==> config.mk <==
export PLATFORM = sky130hd
export DESIGN_NAME = interrupt_ack_sequencer_flat
export DESIGN_NICKNAME = d
export VERILOG_FILES = /design/src/rtl/pic_pkg.sv /design/src/rtl/interrupt_ack_sequencer_if.sv /design/src/rtl/pic_priority_resolver.sv /design/src/rtl/interrupt_ack_sequencer.sv /design/src/flat_wrapper.sv
export SDC_FILE = /design/constraint.sdc
export NUM_CORES = 1
export LEC_CHECK = 0
export ABC_AREA = 1
export BUFFER_PORTS_ARGS = -buffer_cell sky130_fd_sc_hd__clkbuf_2
export CAP_MARGIN = 0
export CELL_PAD_IN_SITES_DETAIL_PLACEMENT = 1
export CELL_PAD_IN_SITES_GLOBAL_PLACEMENT = 1
export CORE_MARGIN = 2
export CORE_UTILIZATION = 37
export CTS_CLUSTER_SIZE = 12
export DETAILED_ROUTE_END_ITERATION = 6
export GPL_ROUTABILITY_DRIVEN = 0
export PLACE_DENSITY_LB_ADDON = 0.1
export SKIP_CTS_REPAIR_TIMING = 1
export SLEW_MARGIN = 30
export SYNTH_ARGS = -nofsm -noshare
export SYNTH_HDL_FRONTEND = slang
export SYNTH_SLANG_ARGS = --single-unit
==> constraint.sdc <==
create_clock -name clk -period 6 [get_ports clk]
set_input_delay 0.9 -clock clk [delete_from_list [all_inputs] [get_ports clk]]
set_output_delay 0.9 -clock clk [all_outputs]
set_load 0.1 [all_outputs]
==> src/rtl/pic_pkg.sv <==
// Shared types, constants and priority helpers for the 8259A in-service sequencer.
package pic_pkg;

  localparam int unsigned NUM_LEVELS = 8;
  localparam int unsigned LVL_W      = 3;

  localparam logic [NUM_LEVELS-1:0] CALL_OPCODE  = 8'hCD;
  localparam logic [NUM_LEVELS-1:0] RESET_LOWEST = 8'h80;

  typedef enum logic [2:0] {
    ST_IDLE,
    ST_P1,
    ST_W2,
    ST_P2,
    ST_W3,
    ST_P3
  } state_e;

  // Index of the set bit in a one-hot vector (0 when empty).
  function automatic logic [LVL_W-1:0] onehot_to_level(input logic [NUM_LEVELS-1:0] oh);
    logic [LVL_W-1:0] lvl;
    lvl = '0;
    for (int i = 0; i < NUM_LEVELS; i++) begin
      if (oh[i]) lvl = LVL_W'(i);
    end
    return lvl;
  endfunction

  // One-hot of the highest-priority set bit; the level after last_serviced ranks first.
  function automatic logic [NUM_LEVELS-1:0] rotate_priority(input logic [NUM_LEVELS-1:0] mask,
                                                            input logic [NUM_LEVELS-1:0] last_serviced);
    logic [NUM_LEVELS-1:0] grant;
    logic [LVL_W-1:0]      base;
    logic [LVL_W-1:0]      idx;
    grant = '0;
    base  = onehot_to_level(last_serviced);
    // Walk from lowest to highest priority so the highest hit is written last.
    for (int k = NUM_LEVELS; k >= 1; k--) begin
      idx = base + LVL_W'(k);
      if (mask[idx]) grant = NUM_LEVELS'(1) << idx;
    end
    return grant;
  endfunction

  // Levels ranking strictly above the one-hot top level; all levels when top is empty.
  function automatic logic [NUM_LEVELS-1:0] higher_priority_mask(input logic [NUM_LEVELS-1:0] top,
                                                                 input logic [NUM_LEVELS-1:0] last_serviced);
    logic [NUM_LEVELS-1:0] mask;
    logic [LVL_W-1:0]      base;
    logic [LVL_W-1:0]      idx;
    logic                  hit;
    mask = '0;
    hit  = 1'b0;
    base = onehot_to_level(last_serviced);
    for (int k = 1; k <= NUM_LEVELS; k++) begin
      idx = base + LVL_W'(k);
      if (top[idx]) hit = 1'b1;
      if (!hit) mask[idx] = 1'b1;
    end
    return mask;
  endfunction

endpackage

==> src/rtl/interrupt_ack_sequencer_if.sv <==
// Request/acknowledge/EOI bundle between the PIC register file, the CPU and the sequencer.
interface interrupt_ack_sequencer_if;

  logic [7:0] irr;
  logic [7:0] imr;
  logic       inta_n;
  logic       mode_8086;
  logic       aeoi;
  logic       rotate_in_aeoi;
  logic       special_mask_mode;
  logic [4:0] vector_base;
  logic       adi;
  logic [2:0] addr_lo;
  logic [7:0] addr_hi;
  logic       eoi_valid;
  logic       eoi_specific;
  logic [2:0] eoi_level;
  logic       rotate_on_eoi;

  logic       int_out;
  logic [7:0] in_service_register;
  logic [7:0] last_serviced;
  logic [7:0] irr_clear;
  logic [7:0] data_out;
  logic       data_oe;

  modport master (
    output irr, imr, inta_n, mode_8086, aeoi, rotate_in_aeoi, special_mask_mode,
           vector_base, adi, addr_lo, addr_hi, eoi_valid, eoi_specific, eoi_level, rotate_on_eoi,
    input  int_out, in_service_register, last_serviced, irr_clear, data_out, data_oe
  );

  modport slave (
    input  irr, imr, inta_n, mode_8086, aeoi, rotate_in_aeoi, special_mask_mode,
           vector_base, adi, addr_lo, addr_hi, eoi_valid, eoi_specific, eoi_level, rotate_on_eoi,
    output int_out, in_service_register, last_serviced, irr_clear, data_out, data_oe
  );

endinterface

==> src/rtl/pic_priority_resolver.sv <==
// Combinational rotating-priority resolver: one-hot grant of the highest-priority request.
module pic_priority_resolver
  import pic_pkg::*;
(
  input  logic [NUM_LEVELS-1:0] req,
  input  logic [NUM_LEVELS-1:0] last_serviced,
  output logic [NUM_LEVELS-1:0] grant_c,
  output logic                  valid_c
);

  assign grant_c = rotate_priority(req, last_serviced);
  assign valid_c = |req;

endmodule

==> src/rtl/interrupt_ack_sequencer.sv <==
// 8259A INTA/EOI sequencer: picks the winning IR level, runs the INTA byte
// sequence and maintains the ISR and rotating priority.
module interrupt_ack_sequencer
  import pic_pkg::*;
(
  input  logic                       clk,
  input  logic                       reset,
  interrupt_ack_sequencer_if.slave   bus
);

  state_e                state_q, state_d;
  logic                  inta_n_q;
  logic                  int_out_q, int_out_d;
  logic [NUM_LEVELS-1:0] isr_q, isr_d;
  logic [NUM_LEVELS-1:0] ls_q, ls_d;
  logic [NUM_LEVELS-1:0] irr_clear_q, irr_clear_d;
  logic [7:0]            data_out_q, data_out_d;
  logic                  data_oe_q, data_oe_d;
  logic [LVL_W-1:0]      lvl_q, lvl_d;
  logic                  spurious_q, spurious_d;

  logic                  fall, rise;
  logic [NUM_LEVELS-1:0] cand_base, cand;
  logic [NUM_LEVELS-1:0] isr_top, win;
  logic                  isr_any, win_any;
  logic [NUM_LEVELS-1:0] eoi_target, eoi_clear;
  logic [NUM_LEVELS-1:0] isr_set, aeoi_clear;
  logic                  final_rise;
  logic [7:0]            vector_byte;

  assign fall = inta_n_q & ~bus.inta_n;
  assign rise = ~inta_n_q & bus.inta_n;

  // Highest-priority in-service level: nesting limit and non-specific EOI target.
  pic_priority_resolver u_isr_res (
    .req           (isr_q),
    .last_serviced (ls_q),
    .grant_c       (isr_top),
    .valid_c       (isr_any)
  );

  assign cand_base = bus.irr & ~bus.imr;
  assign cand      = bus.special_mask_mode ? (cand_base & ~isr_q)
                   : isr_any               ? (cand_base & higher_priority_mask(isr_top, ls_q))
                   :                         cand_base;

  pic_priority_resolver u_win_res (
    .req           (cand),
    .last_serviced (ls_q),
    .grant_c       (win),
    .valid_c       (win_any)
  );

  assign eoi_target = bus.eoi_specific ? (NUM_LEVELS'(1) << bus.eoi_level) : isr_top;
  assign eoi_clear  = bus.eoi_valid ? (eoi_target & isr_q) : '0;

  assign vector_byte = bus.mode_8086 ? {bus.vector_base, lvl_q}
                     : bus.adi       ? {bus.addr_lo, lvl_q, 2'b00}
                     :                 {bus.addr_lo[2:1], lvl_q, 3'b000};

  // Next-state and next-output logic.
  always_comb begin
    state_d     = state_q;
    int_out_d   = 1'b0;
    irr_clear_d = '0;
    data_out_d  = data_out_q;
    data_oe_d   = data_oe_q;
    lvl_d       = lvl_q;
    spurious_d  = spurious_q;
    ls_d        = ls_q;
    isr_set     = '0;
    aeoi_clear  = '0;
    final_rise  = 1'b0;

    unique case (state_q)
      ST_IDLE: begin
        int_out_d = win_any;
        if (fall) begin
          state_d   = ST_P1;
          int_out_d = 1'b0;
          if (win_any) begin
            lvl_d       = onehot_to_level(win);
            spurious_d  = 1'b0;
            isr_set     = win;
            irr_clear_d = win;
          end else begin
            lvl_d      = LVL_W'(7);
            spurious_d = 1'b1;
          end
          if (bus.mode_8086) begin
            data_oe_d = 1'b0;
          end else begin
            data_out_d = CALL_OPCODE;
            data_oe_d  = 1'b1;
          end
        end
      end
      ST_P1: begin
        if (rise) begin
          state_d   = ST_W2;
          data_oe_d = 1'b0;
        end
      end
      ST_W2: begin
        if (fall) begin
          state_d    = ST_P2;
          data_out_d = vector_byte;
          data_oe_d  = 1'b1;
        end
      end
      ST_P2: begin
        if (rise) begin
          data_oe_d = 1'b0;
          if (bus.mode_8086) begin
            state_d    = ST_IDLE;
            final_rise = 1'b1;
          end else begin
            state_d = ST_W3;
          end
        end
      end
      ST_W3: begin
        if (fall) begin
          state_d    = ST_P3;
          data_out_d = bus.addr_hi;
          data_oe_d  = 1'b1;
        end
      end
      ST_P3: begin
        if (rise) begin
          state_d    = ST_IDLE;
          data_oe_d  = 1'b0;
          final_rise = 1'b1;
        end
      end
      default: state_d = ST_IDLE;
    endcase

    // A spurious sequence never set an ISR bit, so AEOI has nothing to retire.
    if (final_rise && bus.aeoi && !spurious_q) begin
      aeoi_clear = NUM_LEVELS'(1) << lvl_q;
      if (bus.rotate_in_aeoi) ls_d = aeoi_clear;
    end
    if ((|eoi_clear) && bus.rotate_on_eoi) ls_d = eoi_clear;

    isr_d = (isr_q & ~(eoi_clear | aeoi_clear)) | isr_set;
  end

  always_ff @(posedge clk or posedge reset) begin
    if (reset) begin
      state_q     <= ST_IDLE;
      inta_n_q    <= 1'b1;
      int_out_q   <= 1'b0;
      isr_q       <= '0;
      ls_q        <= RESET_LOWEST;
      irr_clear_q <= '0;
      data_out_q  <= '0;
      data_oe_q   <= 1'b0;
      lvl_q       <= '0;
      spurious_q  <= 1'b0;
    end else begin
      state_q     <= state_d;
      inta_n_q    <= bus.inta_n;
      int_out_q   <= int_out_d;
      isr_q       <= isr_d;
      ls_q        <= ls_d;
      irr_clear_q <= irr_clear_d;
      data_out_q  <= data_out_d;
      data_oe_q   <= data_oe_d;
      lvl_q       <= lvl_d;
      spurious_q  <= spurious_d;
    end
  end

  assign bus.int_out             = int_out_q;
  assign bus.in_service_register = isr_q;
  assign bus.last_serviced       = ls_q;
  assign bus.irr_clear           = irr_clear_q;
  assign bus.data_out            = data_out_q;
  assign bus.data_oe             = data_oe_q;

endmodule

==> src/flat_wrapper.sv <==
// flat-port wrapper written by rule: the top's interface ports become plain ports
module interrupt_ack_sequencer_flat import pic_pkg::*;
  (clk, reset, bus_irr, bus_imr, bus_inta_n, bus_mode_8086, bus_aeoi, bus_rotate_in_aeoi, bus_special_mask_mode, bus_vector_base, bus_adi, bus_addr_lo, bus_addr_hi, bus_eoi_valid, bus_eoi_specific, bus_eoi_level, bus_rotate_on_eoi, bus_int_out, bus_in_service_register, bus_last_serviced, bus_irr_clear, bus_data_out, bus_data_oe);
  interrupt_ack_sequencer_if bus_i ();
  input  logic clk;
  input  logic reset;
  input wire logic [$bits(bus_i.irr)-1:0] bus_irr;
  input wire logic [$bits(bus_i.imr)-1:0] bus_imr;
  input wire logic [$bits(bus_i.inta_n)-1:0] bus_inta_n;
  input wire logic [$bits(bus_i.mode_8086)-1:0] bus_mode_8086;
  input wire logic [$bits(bus_i.aeoi)-1:0] bus_aeoi;
  input wire logic [$bits(bus_i.rotate_in_aeoi)-1:0] bus_rotate_in_aeoi;
  input wire logic [$bits(bus_i.special_mask_mode)-1:0] bus_special_mask_mode;
  input wire logic [$bits(bus_i.vector_base)-1:0] bus_vector_base;
  input wire logic [$bits(bus_i.adi)-1:0] bus_adi;
  input wire logic [$bits(bus_i.addr_lo)-1:0] bus_addr_lo;
  input wire logic [$bits(bus_i.addr_hi)-1:0] bus_addr_hi;
  input wire logic [$bits(bus_i.eoi_valid)-1:0] bus_eoi_valid;
  input wire logic [$bits(bus_i.eoi_specific)-1:0] bus_eoi_specific;
  input wire logic [$bits(bus_i.eoi_level)-1:0] bus_eoi_level;
  input wire logic [$bits(bus_i.rotate_on_eoi)-1:0] bus_rotate_on_eoi;
  output wire logic [$bits(bus_i.int_out)-1:0] bus_int_out;
  output wire logic [$bits(bus_i.in_service_register)-1:0] bus_in_service_register;
  output wire logic [$bits(bus_i.last_serviced)-1:0] bus_last_serviced;
  output wire logic [$bits(bus_i.irr_clear)-1:0] bus_irr_clear;
  output wire logic [$bits(bus_i.data_out)-1:0] bus_data_out;
  output wire logic [$bits(bus_i.data_oe)-1:0] bus_data_oe;
  assign bus_i.irr = bus_irr;
  assign bus_i.imr = bus_imr;
  assign bus_i.inta_n = bus_inta_n;
  assign bus_i.mode_8086 = bus_mode_8086;
  assign bus_i.aeoi = bus_aeoi;
  assign bus_i.rotate_in_aeoi = bus_rotate_in_aeoi;
  assign bus_i.special_mask_mode = bus_special_mask_mode;
  assign bus_i.vector_base = bus_vector_base;
  assign bus_i.adi = bus_adi;
  assign bus_i.addr_lo = bus_addr_lo;
  assign bus_i.addr_hi = bus_addr_hi;
  assign bus_i.eoi_valid = bus_eoi_valid;
  assign bus_i.eoi_specific = bus_eoi_specific;
  assign bus_i.eoi_level = bus_eoi_level;
  assign bus_i.rotate_on_eoi = bus_rotate_on_eoi;
  assign bus_int_out = bus_i.int_out;
  assign bus_in_service_register = bus_i.in_service_register;
  assign bus_last_serviced = bus_i.last_serviced;
  assign bus_irr_clear = bus_i.irr_clear;
  assign bus_data_out = bus_i.data_out;
  assign bus_data_oe = bus_i.data_oe;
  interrupt_ack_sequencer u_core (.clk(clk), .reset(reset), .bus(bus_i));
endmodule
==> metrics.yaml <==
outcome:
  status: "finished clean"
die:
  start_util_pct: 37.6
  top_level_ports: 80
  core_area_um2: 16400
  die_h_um: 133
  die_w_um: 133
  die_area_um2: 17700
  rows: 47
global_routing:
  grt_pass1_vias: 7787
  use_met1_pct: 38.8
  grt_use_total_pct: 30.0
  grt_first_pass_wirelength_um: 42000
  use_met3_pct: 3.84
  antenna_found_initial: 1
  grt.busiest_layer: "met2"
  overflow: 0
  use_met2_pct: 51.8
  grt_max_degree: 43
routing:
  routedWlPerCell_um: 19.6
  drtIter0Drc: 416
  viasPerCell: 5.58
  drtPass1Iterations: 4
  drt-total-wl_um: 28200
  ant_nets: 0
  vias: 8050
  drc: 0
setup_path:
  cp.arrival_ns: 5.94
  crit_top_cell: "nand2_1"
  cp_max_fo: 16
  crit_type: "flip-flop to flip-flop"
  start_kind: "flip-flop"
  end_kind: "flip-flop"
  cpPeakStageDelay_ns: 0.65
  required_ns: 6.23
  reg2reg_depth: 36
  slowest_stage: "dfstp_4"
cells_and_area:
  instances_no_fill: 1442
  syn_to_final_growth_pct: 28.6
  final_core_util_pct: 48.3
  n_antenna_cell: 0
  n_fill_cell: 2313
  finalNetCount: 1282
  drive_gt1_share_pct: 26.7
synth:
  synth_top_flop_cell: "dfrtp_1"
  synth.distinct_cells: 47
  synth_nets: 1160
  synth_top_family_by_area: "simple AND/OR/NAND/NOR gates"
  async_reset_ff_share_pct: 100
  synth_warnings: 0
  synth-simple-area-share_pct: 54.7
  syn_inst: 1099
  synth_area_leader_cell: "nand2_1"
  synth-xor-area-share_pct: 0.446
  synth_mux_area_share_pct: 0.325
  yosys.area_share.adder_pct: 3.04
  yosysSeqAreaShare_pct: 17.1
  avgSynthCellArea_um2: 5.61
  synth-seq-cells: 42
  synth_compound_area_share_pct: 13.6
  synth_edf_count: 0
  synth.cell_area_um2: 6170
  synth_top_area_share_pct: 19.4
  synth_area_leaders: "nand2_1, dfrtp_1, nand3_1"
sta:
  maxSlewHeadroom_pct: 35.2
  fin_crit_ns: 5.71
  period_share_pct: 95.2
  worst_pin_slew_ns: 0.966
  setup-violations-final: 0
  fmax_mhz: 175
  finalHoldViolCount: 0
  drv_slew: 0
  skew_ns: 0.00833
clock_network:
  clkTransAtPathRegs_ns: 0.07
  ctsLongestPathBuffers: 2
  cts_root_buf: "clkbuf_16"
  cts.htree.levels: 2
  tritoncts: "built"
  cts_sinks: 42
  clk_latency_ns: 0.29
  numCtsBuffers: 5
min_path:
  hold_depth: 2
  hp-class: "flip-flop to flip-flop"
place:
  place_inst: 1423
  hpwl_um: 21300
  io_buffers: 79
flow_run:
  max_cap_viol_count: 0
cells by family (layout without fill, tap and decap cells):
family | count (synthesis) | after routing
and+or+nand+nor | 741 | 741
xor gates and xnor gates | 1 | 1
AOI/OAI and AO/OA | 135 | 135
DFF | 42 | 42
muxes | 2 | 2
adders and majority gates | 15 | 15
buffers and inverters | 163 | 286
final cells by class:
cell class / instances / area, µm² / share of cell area (%)
well taps: 220 / 275 / 3.47
clock buffers: 5 / 125 / 1.58
multi-input cells: 894 / 4860 / 61.3
inverters: 119 / 460 / 5.81
clock inverters: 3 / 45.0 / 0.568
repair buffers: 159 / 1080 / 13.7
flip-flops and latches: 42 / 1080 / 13.6
state kept, by name, indices dropped and copies added (netlist names):
name and cells:
u_core.bus.data_oe 1, u_core.bus.in_service_register 8, u_core.bus.int_out 1, u_core.lvl_q 3
u_core.state_q 3, u_core.bus.last_serviced 8, u_core.spurious_q 1, u_core.inta_n_q 1
u_core.bus.data_out 8, u_core.bus.irr_clear 8
cells in the final DEF, fill, tap and decap left out, types with 6 or more instances in the layout:
master and instances:
a211oi_1 6, a21oi_1 41, a221oi_1 8, a31oi_1 13, buf_4 69, clkbuf_16 6
clkbuf_2 79, dfrtp_1 34, ha_1 11, inv_1 95, inv_2 16, nand2_1 314
nand2_2 18, nand2_4 9, nand3_1 130, nand3_2 60, nand4_1 13, nor2_1 133
nor2_2 6, nor2_4 8, nor3_1 35, o21ai_0 29, o21ai_1 6
routing by layer:
metal / wire length, µm / vias up
met4: 829 / 0
met1: 11900 / 3886
met2: 13700 / 257
li1: - / 3855
met3: 1770 / 52
met5: 0 / -
worst max-delay path: cells and delay by family (launching register included):
kind | cells | cell delay [ns]
buffers and inverters | 7 | 1.27
and+or+nand+nor | 24 | 2.64
AOI/OAI and AO/OA | 4 | 0.57
DFF | 1 | 0.65
adders and majority gates | 1 | 0.48
synthesized netlist by cell type, types with 11 or more instances:
cell type,instances
clkbuf_1,23
nor2_1,144
nor3_1,35
buf_2,11
inv_2,14
nand2_2,17
nand2_1,319
nand3_2,18
a21oi_1,42
nand3_1,174
o21ai_0,29
inv_1,100
dfrtp_1,40
ha_1,15
a31oi_1,13
nand4_1,13
final timing paths:
check,endpoint,slack (ns),startpoint
worst max register to register,u_core.lvl_q[0]$_DFFE_PP0P_,0.29,u_core.bus.last_serviced[7]$_DFFE_PP1P_
worst max-delay path,u_core.lvl_q[0]$_DFFE_PP0P_,0.29,u_core.bus.last_serviced[7]$_DFFE_PP1P_
max in group asynchronous,u_core.bus.last_serviced[2]$_DFFE_PP0P_,4.81,reset
worst min-delay path,u_core.bus.data_oe$_DFFE_PP0P_,0.51,u_core.bus.data_oe$_DFFE_PP0P_
worst min register to register,u_core.bus.data_oe$_DFFE_PP0P_,0.51,u_core.bus.data_oe$_DFFE_PP0P_
min in group asynchronous,u_core.bus.last_serviced[5]$_DFFE_PP0P_,0.69,reset
through the flow:
stage / setup TNS, ns / hold WS [ns] / instance area (µm²) / setup WS, ns
after detailed placement: 0 / 0.498 / 7190 / 0.0121
after global routing: -0.524 / 0.548 / 7930 / -0.104
after floorplan: 0 / 0.465 / 6200 / 0.00375
after global placement: 0 / 0.484 / 7190 / 0.0677
final: 0 / 0.509 / 7930 / 0.289
after CTS: -0.0446 / 0.510 / 7360 / -0.0446
Power is left out: the tool's default activity adds up to more than one toggle a clock period on the data nets, which glitch-free logic cannot reach.
